File: src/rtl/logic_op_sequencer_if.sv
// Board I/O bundle for logic_op_sequencer: raw slide switches and centre button in, LEDs out.
interface logic_op_sequencer_if;
    logic [1:0] SW;
    logic       BTNC;
    logic [3:0] LED;

    modport slave  (input SW, input BTNC, output LED);
    modport master (output SW, output BTNC, input LED);
endinterface

File: src/rtl/logic_op_sequencer.sv
// Synchronises and debounces BTNC, steps the NOT/AND/OR/XOR mode on each press and shows the result on LED.
// Optional macro AUTO_STEP_EN adds a free-running auto-step timer of STEP_CYCLES cycles.
module logic_op_sequencer #(
    parameter int DEBOUNCE_CYCLES = 1_000_000,
    parameter int STEP_CYCLES     = 100_000_000
) (
    input  logic                clk,
    input  logic                reset,
    logic_op_sequencer_if.slave bus
);
    localparam int DB_W = $clog2(DEBOUNCE_CYCLES);

    if (DEBOUNCE_CYCLES < 2 || STEP_CYCLES < 2) begin : g_param_check
        $error("logic_op_sequencer: DEBOUNCE_CYCLES and STEP_CYCLES must be >= 2");
    end

    // state | meaning: MODE_NOT | ~SW[0], MODE_AND | SW[1]&SW[0], MODE_OR | SW[1]|SW[0], MODE_XOR | SW[1]^SW[0]
    typedef enum logic [1:0] {
        MODE_NOT = 2'd0,
        MODE_AND = 2'd1,
        MODE_OR  = 2'd2,
        MODE_XOR = 2'd3
    } mode_t;

    logic [1:0]      r_sw_m;
    logic [1:0]      r_sw_s;
    logic            r_btn_m;
    logic            r_btn_s;
    logic            r_btn_db;
    logic            r_btn_db_q;
    logic [DB_W-1:0] r_db_cnt;
    mode_t           r_mode;
    logic [3:0]      r_led;
    logic            w_press;
    logic            w_step;
    logic            w_result;

    assign w_press = r_btn_db & ~r_btn_db_q;

`ifdef AUTO_STEP_EN
    localparam int STEP_W = $clog2(STEP_CYCLES);

    logic [STEP_W-1:0] r_step_cnt;
    logic              w_auto;

    // A press and an auto tick landing together collapse into one step and one reload.
    assign w_auto = (r_step_cnt == STEP_W'(STEP_CYCLES - 1));
    assign w_step = w_press | w_auto;

    always_ff @(posedge clk) begin
        if (reset || w_step) begin
            r_step_cnt <= '0;
        end else begin
            r_step_cnt <= r_step_cnt + STEP_W'(1);
        end
    end
`else
    assign w_step = w_press;
`endif

    always_comb begin
        w_result = 1'b0;
        case (r_mode)
            MODE_NOT: w_result = ~r_sw_s[0];
            MODE_AND: w_result = r_sw_s[1] & r_sw_s[0];
            MODE_OR:  w_result = r_sw_s[1] | r_sw_s[0];
            MODE_XOR: w_result = r_sw_s[1] ^ r_sw_s[0];
            default:  w_result = 1'b0;
        endcase
    end

    always_ff @(posedge clk) begin
        if (reset) begin
            r_sw_m     <= '0;
            r_sw_s     <= '0;
            r_btn_m    <= 1'b0;
            r_btn_s    <= 1'b0;
            r_btn_db   <= 1'b0;
            r_btn_db_q <= 1'b0;
            r_db_cnt   <= '0;
            r_mode     <= MODE_NOT;
            r_led      <= '0;
        end else begin
            r_sw_m  <= bus.SW;
            r_sw_s  <= r_sw_m;
            r_btn_m <= bus.BTNC;
            r_btn_s <= r_btn_m;

            // Any cycle where the synced level agrees with the accepted level restarts the count.
            if (r_btn_s == r_btn_db) begin
                r_db_cnt <= '0;
            end else if (r_db_cnt == DB_W'(DEBOUNCE_CYCLES - 1)) begin
                r_btn_db <= r_btn_s;
                r_db_cnt <= '0;
            end else begin
                r_db_cnt <= r_db_cnt + DB_W'(1);
            end
            r_btn_db_q <= r_btn_db;

            if (w_step) begin
                case (r_mode)
                    MODE_NOT: r_mode <= MODE_AND;
                    MODE_AND: r_mode <= MODE_OR;
                    MODE_OR:  r_mode <= MODE_XOR;
                    MODE_XOR: r_mode <= MODE_NOT;
                    default:  r_mode <= MODE_NOT;
                endcase
            end

            r_led <= {r_mode, r_btn_db, w_result};
        end
    end

    assign bus.LED = r_led;
endmodule

File: src/flat_wrapper.sv
// flat-port wrapper written by rule: the top's interface ports become plain ports
module logic_op_sequencer_flat 
#(
    parameter int DEBOUNCE_CYCLES = 1_000_000,
    parameter int STEP_CYCLES     = 100_000_000
)
  (clk, reset, bus_SW, bus_BTNC, bus_LED);
  logic_op_sequencer_if bus_i ();
  input  logic clk;
  input  logic reset;
  input wire logic [$bits(bus_i.SW)-1:0] bus_SW;
  input wire logic [$bits(bus_i.BTNC)-1:0] bus_BTNC;
  output wire logic [$bits(bus_i.LED)-1:0] bus_LED;
  assign bus_i.SW = bus_SW;
  assign bus_i.BTNC = bus_BTNC;
  assign bus_LED = bus_i.LED;
  logic_op_sequencer #(.DEBOUNCE_CYCLES(DEBOUNCE_CYCLES), .STEP_CYCLES(STEP_CYCLES)) u_core (.clk(clk), .reset(reset), .bus(bus_i));
endmodule
File: config.mk
export PLATFORM = sky130hd
export DESIGN_NAME = logic_op_sequencer_flat
export DESIGN_NICKNAME = d
export VERILOG_FILES = /design/src/rtl/logic_op_sequencer_if.sv /design/src/rtl/logic_op_sequencer.sv /design/src/flat_wrapper.sv
export SDC_FILE = /design/constraint.sdc
export NUM_CORES = 1
export LEC_CHECK = 0
export ABC_AREA = 1
export BUFFER_PORTS_ARGS = -buffer_cell sky130_fd_sc_hd__buf_2
export CAP_MARGIN = 20
export CORE_ASPECT_RATIO = 1.1
export CORE_MARGIN = 1.5
export CORE_UTILIZATION = 25
export DETAILED_ROUTE_END_ITERATION = 12
export GPL_ROUTABILITY_DRIVEN = 0
export REMOVE_ABC_BUFFERS = 1
export SETUP_SLACK_MARGIN = 0.15
export SLEW_MARGIN = 20
export SYNTH_ARGS = -nofsm -noshare
export SYNTH_HDL_FRONTEND = slang
export SYNTH_SLANG_ARGS = --single-unit
File: constraint.sdc
create_clock -name clk -period 2.95 [get_ports clk]
set_input_delay 0.59 -clock clk [delete_from_list [all_inputs] [get_ports clk]]
set_output_delay 0.59 -clock clk [all_outputs]
set_load 0.005 [all_outputs]
==> impl_results.md, run 1 <==
* Ys Warns at 0
* Max Fclk at 657.2 MHz
* Post-synthesis cell area at 1627 um^2
* Sequential share of the synthesized area at 40.62%
* Initial antenna violation count at 0
* DRC at 0
* Pwr per Cell Area at 439.8 nW/um^2
* Die X at 79.91 um
* Max_cap viols at 0
* Commonest cells after routing, fill and taps aside: nor2_1 (45), nand2_1 (39), inv_1 (34), dfxtp_1 (33), nor2_2 (14)
* Final hold violation count at 0
* FILL cells at 691
* Ports at 9
* Count of pins over their slew limit at 0
* Critical path required time at 3.12 ns
* Hold slack final at 0.4047 ns
* CP arrival at 1.69 ns
* Largest net degree at the start of global routing at 19
* Clock Pin Slew Worst Setup and Hold Paths at 0.07 ns
* Min-Delay Path Class: reg -> reg
* Netlist cell types at 23
* #FFs+latches synth at 33
* Core Rows at 30
* Post-DP HPWL at 2.217 mm
* Actual slew at the worst max-slew pin at 0.3251 ns
* Vias per cell at 4.174
* Starting Density at 26.10%
* CTS Sinks at 33
* Top cell type's share of synthesized area at 40.62%
* Placed insts at 308
* Placed instance area at 1735 um^2
* CP max-delay cell: dfxtp_1
* Grt ovf at 0
* Drt wl/cell at 9.063 um
* Worst Path Max Fanout at 18
* Core Util, Final at 29.24%
* Post-synthesis cell count at 223
* Inserted Clock Buffers at 5
* Vias in the first global route at 1267
* CTS Hold Bufs at 0
* Status: finished clean
* Worst vdd ir at 0.3888 mV
* Final Instance Area at 1822 um^2
* CTS resizes at 0
* Die Y-Extent at 87.60 um
* Syn Area/Cell at 7.294 um^2
* CTS HTree Levels at 2
* Die area at 7000 um^2
* Total wire length at 2.864 mm
* Fraction of layout cells with a size suffix above 1 at 14.83%
* Final Cycle Share at 51.58%
* Final setup viols at 0
* Post-synth top flop: dfxtp_1
* Clk Latency, worst-skew pair at 0.28 ns
* Most frequent CP cell: nand3_2
* Setup CP Type: reg -> reg
* Skew final at 0.002668 ns
* Pre-antenna DRT Iters at 4
* Ys async rst share at 0%
* CP peak stage delay at 0.38 ns
* Final #Nets at 247
* Worst slack at placement at 1.274 ns
* CTS max path bufs at 2
* Cell Count, Final, Fillers Out at 316
* Slew HR at 78.25%
* Area of the core at 6231 um^2
* Min Tclk post-route at 1.522 ns
* Iter 0 DRT Violations at 30
* Worst-path cell chain: ha_1, nand3_2, nor2_2, nand3_2, nand2_4, nor2_1
* Area leader, netlist: dfxtp_1
* First-pass GRT wire length at 5.368 mm
* RSZ-0062 raised after global routing: false
* Setup crit end kind: flip-flop
* Area contributors post-synth: dfxtp_1 (41%), nor2_1 (10%), nand2_1 (9.0%)
* Number of port buffers at 8
* Post-layout power at 0.8012 mW
* P&R area growth vs syn at 12.00%
* Via count at 1319
* Most common cell after layout, fill and taps aside: nor2_1
* GRT Util Overall at 9.907%
* Post-route antenna net violation count at 0
* Leakage at 0.6450 nW
* Fin Setup TNS at 0 ns
* Worst setup SP type: flip-flop
* # diodes at 0
* EDFF count, synth at 0
* Setup bufs post-CTS at 0
* Final worst setup slack at 1.428 ns
* TritonCTS clock tree: built
* Clock root buffer: clkbuf_8
[sequential cells by signal, summed over array words and instances (netlist names)]
signal,flops
u_core.r_db_cnt,20
u_core.bus.LED,4
u_core.r_mode,2
u_core.r_sw_m,2
u_core.r_sw_s,2
u_core.r_btn_db,1
u_core.r_btn_m,1
u_core.r_btn_s,1
[Yosys cell counts (3+ instances only)]
master / number
xor2_1: 7
o21ai_0: 3
nand3_1: 13
ha_1: 7
nand4_1: 4
a21oi_1: 8
nor2_2: 14
dfxtp_1: 33
nor2_1: 45
xnor2_1: 3
inv_1: 34
nand2_1: 39
[layer usage]
metal / up-vias / track usage [%] / part of all wire [%]
met3: 6 / 2.708 / 3.9
met1: 586 / 11.10 / 46
met4: 0 / 6.270 / 2.8
li1: 706 / - / -
met2: 21 / 16.58 / 47
met5: - / 0 / 0
[worst max-delay path: cells and delay by family (launching register included)]
kind	cells	cell delay [ns]
flops	1	0.38
simple gates	5	0.78
fa+ha+maj	1	0.24
[final cells by class]
type	count	area [um^2]	share of cell area [%]
tap	80	100.1	5.494
clock inverter	3	17.52	0.9615
clock buffer	5	68.82	3.777
multi-input combinational	153	807.0	44.30
inverter	34	127.6	7.005
sequential	33	660.6	36.26
timing repair buffer	8	40.04	2.198
[final timing paths]
path                                                    start                             end  slack, ns  cells after the start
worst max register to register  u_core.r_db_cnt[0]$_SDFF_PP0_  u_core.r_db_cnt[10]$_SDFF_PP0_       1.43                      6
worst min-delay path                u_core.r_btn_m$_SDFF_PP0_       u_core.r_btn_s$_SDFF_PP0_       0.40                      2
worst min register to register      u_core.r_btn_m$_SDFF_PP0_       u_core.r_btn_s$_SDFF_PP0_       0.40                      2
worst max-delay path            u_core.r_db_cnt[0]$_SDFF_PP0_  u_core.r_db_cnt[10]$_SDFF_PP0_       1.43                      6
[kinds of logic after synthesis]
kind of cell    Yosys count  synth area share (%)
xor+xnor                 10                 5.385
flops                    33                 40.62
compound gates           15                 5.231
simple gates            121                 33.61
fa+ha+maj                 7                 5.384
buf+inv                  37                 9.769
[power by group]
group,total [mW],leakage (nW),internal [mW],switching [mW]
logic,0.0183,0.334,0.00692,0.0114
clock network,0.330,0.0439,0.163,0.168
registers,0.453,0.267,0.451,0.00206
total,0.801,0.645,0.620,0.181
(Power assumes the default switching activity.)
==> run 2, diff against run 1 <==
clock period = 1.3 ns   (was 2.95 ns; I/O delays follow)
==> run 2 against run 1 <==
The flow now finishes with violations (negative setup slack). Routed wire length rose by 50%. First-iteration DRC count rose to 3.0 times the previous value. Critical path type unchanged. Combinational power rose to 3.7 times the previous value. Cell count rose by 12%. Via count rose by 15%. Clock power rose to 3.0 times the previous value.
==> impl_results.md, run 2 (same netlist as run 1, synthesis figures left out) <==
* Via count at 1520 (+15%)
* CP arrival at 1.50 ns (-0.19 ns)
* Sw power at 0.4723 mW (+160%)
* Final worst setup slack at -0.006678 ns (-1.435 ns)
* Setup CP Type: reg -> reg
* Fin Setup TNS at -0.01543 ns (-0.01543 ns)
* Vias in the first global route at 1464 (+16%)
* Clock Power Share at 48.0% (+6.8 points)
* Clock Pin Slew Worst Setup and Hold Paths at 0.08 ns (about the same)
* CP bufs+invs at 1 (+1)
* Grt ovf at 0 (unchanged)
* Final #Nets at 284 (+15%)
* RSZ-0062 raised after global routing: true
* First-pass GRT wire length at 6.534 mm (+22%)
* Starting Density at 26.10% (unchanged)
* Most common cell after layout, fill and taps aside: nand2_1
* Max reg flops at 20 (unchanged)
* CTS Sinks at 33 (unchanged)
* Ports at 9 (unchanged)
* Share of power burned in registers at 48.7% (-7.8 points)
* TritonCTS clock tree: built
* Leakage at 0.9212 nW (+43%)
* Worst-path cell chain: ha_4, nand2_2, nor2_4, buf_4, nand3_1, xor2_1, nor2_2
* CP peak stage delay at 0.37 ns (about the same)
* Max Fclk at 765.3 MHz (+16%)
* Internal Power at 1.617 mW (+160%)
* Critical path's top delay family: simple AND/OR/NAND/NOR gates
* Area of the core at 6231 um^2 (unchanged)
* Total wire length at 4.290 mm (+50%)
* Logic pwr share at 3.2% (+0.9 points)
* Slew HR at 81.55% (+3.3 points)
* Clk Latency, worst-skew pair at 0.29 ns (about the same)
* Post-DP HPWL at 2.423 mm (+9.3%)
* Max_cap viols at 0 (unchanged)
* Number of port buffers at 8 (unchanged)
* DRC at 0 (unchanged)
* Final Cycle Share at 100.5% (+49 points)
* Core Rows at 30 (unchanged)
* Inserted Clock Buffers at 5 (unchanged)
* P&R area growth vs syn at 52.54%
* Status: finished, violations left
* Skew final at 0.006412 ns (+0.003744 ns)
* Worst Path Max Fanout at 3 (-15)
* Actual slew at the worst max-slew pin at 0.2757 ns (-0.04931 ns)
* Min-Delay Path Class: in -> reg
* Min Tclk post-route at 1.307 ns (-0.2149 ns)
* CP max-delay cell: dfxtp_4
* Core Util, Final at 39.82% (+11 points)
* Vias per cell at 4.306 (+3.2%)
* Cell Count, Final, Fillers Out at 353 (+12%)
* Setup crit end kind: flip-flop
* Iter 0 DRT Violations at 90 (+200%)
* Hold slack final at 0.1670 ns (-0.2376 ns)
* Die area at 7000 um^2 (unchanged)
* Worst vdd ir at 0.6347 mV (+63%)
* Critical path required time at 1.49 ns (-1.63 ns)
* Drt wl/cell at 12.15 um (+34%)
* Violated checks: negative setup slack
* Fraction of layout cells with a size suffix above 1 at 48.35% (+34 points)
* Post-route antenna net violation count at 0 (unchanged)
* # diodes at 0 (unchanged)
* Final setup viols at 3 (+3)
* Clock root buffer: clkbuf_8
* Final hold violation count at 0 (unchanged)
* Commonest cells after routing, fill and taps aside: nand2_1 (31), inv_1 (30), buf_4 (26), nor2_1 (24), nor2_2 (22)
* Largest net degree at the start of global routing at 13 (-6)
* Count of pins over their slew limit at 0 (unchanged)
* Largest reg by FF count: u_core.r_db_cnt
* Placed insts at 331 (+7.5%)
* Pwr per Cell Area at 842.0 nW/um^2 (+91%)
* Initial antenna violation count at 0 (unchanged)
* Die X at 79.91 um (unchanged)
* Die Y-Extent at 87.60 um (unchanged)
* Worst setup SP type: flip-flop
* CTS max path bufs at 2 (unchanged)
* Sw Ratio at 22.61% (about the same)
* Pre-antenna DRT Iters at 4 (unchanged)
* CTS HTree Levels at 2 (unchanged)
* GRT Util Overall at 12.19% (+2.3 points)
-- run 2: final timing paths --
path / start / to / slack [ns] / cells after the start
min reg2reg: u_core.r_sw_m[1]$_SDFF_PP0_ / u_core.r_sw_s[1]$_SDFF_PP0_ / 0.40 / 2
max reg2reg: u_core.r_db_cnt[0]$_SDFF_PP0_ / u_core.r_db_cnt[12]$_SDFF_PP0_ / -0.007 / 7
max: u_core.r_db_cnt[0]$_SDFF_PP0_ / u_core.r_db_cnt[12]$_SDFF_PP0_ / -0.007 / 7
min: bus_SW[1] / u_core.r_sw_m[1]$_SDFF_PP0_ / 0.17 / 3
-- run 2: what timing repair did --
item	4_1_cts	5_1_grt
gates resized for setup	47	50
pin swaps	17	15
gates cloned	2	1
endpoints found under the setup margin	21	21
hold buffers	0	0
setup buffers	4	7
-- run 2: power by group through the flow --
| stage | Combinational (mW) | Sequential, mW | Clock, mW |
|---|---|---|---|
| floorplan | 0.0248 | 1.05 | 0 |
| global placement | 0.0486 | 1.05 | 0 |
| detailed placement | 0.0494 | 1.05 | 0 |
| CTS | 0.0568 | 1.02 | 1.01 |
| global route | 0.0748 | 1.02 | 1.06 |
| finish | 0.0676 | 1.02 | 1.00 |
-- run 2: per-stage QoR --
stage	power (mW)	setup slack (ns)	area, um^2
2_1_floorplan	1.075	-0.02733	1595
3_3_place_gp	1.098	-0.005877	1908
3_5_place_dp	1.099	-0.05255	1908
4_1_cts	2.091	0.05710	2231
5_1_grt	2.152	-0.1464	2481
6_report	2.089	-0.006678	2481
-- run 2: area by class of cell --
| class | instances | area [um^2] |
|---|---|---|
| Multi-Input combinational cell | 156 | 1116 |
| Clock buffer | 5 | 68.82 |
| Timing Repair Buffer | 42 | 334.1 |
| Sequential cell | 33 | 688.2 |
| Inverter | 34 | 127.6 |
| Clock inverter | 3 | 46.29 |
| Tap cell | 80 | 100.1 |
| Fill cell | 636 | 3750 |
-- run 2: metal layers --
| metal | GRT usage (%) | up-vias | share of wire (%) |
|---|---|---|---|
| li1 | - | 786 | - |
| met1 | 13.81 | 698 | 42 |
| met2 | 21.39 | 26 | 53 |
| met3 | 2.813 | 10 | 2.1 |
| met4 | 6.113 | 0 | 2.9 |
| met5 | 0 | - | 0 |
-- run 2: worst reg2reg max path: stages, from the launching register on --
cell and delay, ns:
dfxtp_4 0.37, ha_4 0.16, nand2_2 0.08, nor2_4 0.16
buf_4 0.12, nand3_1 0.09, xor2_1 0.19, nor2_2 0.05
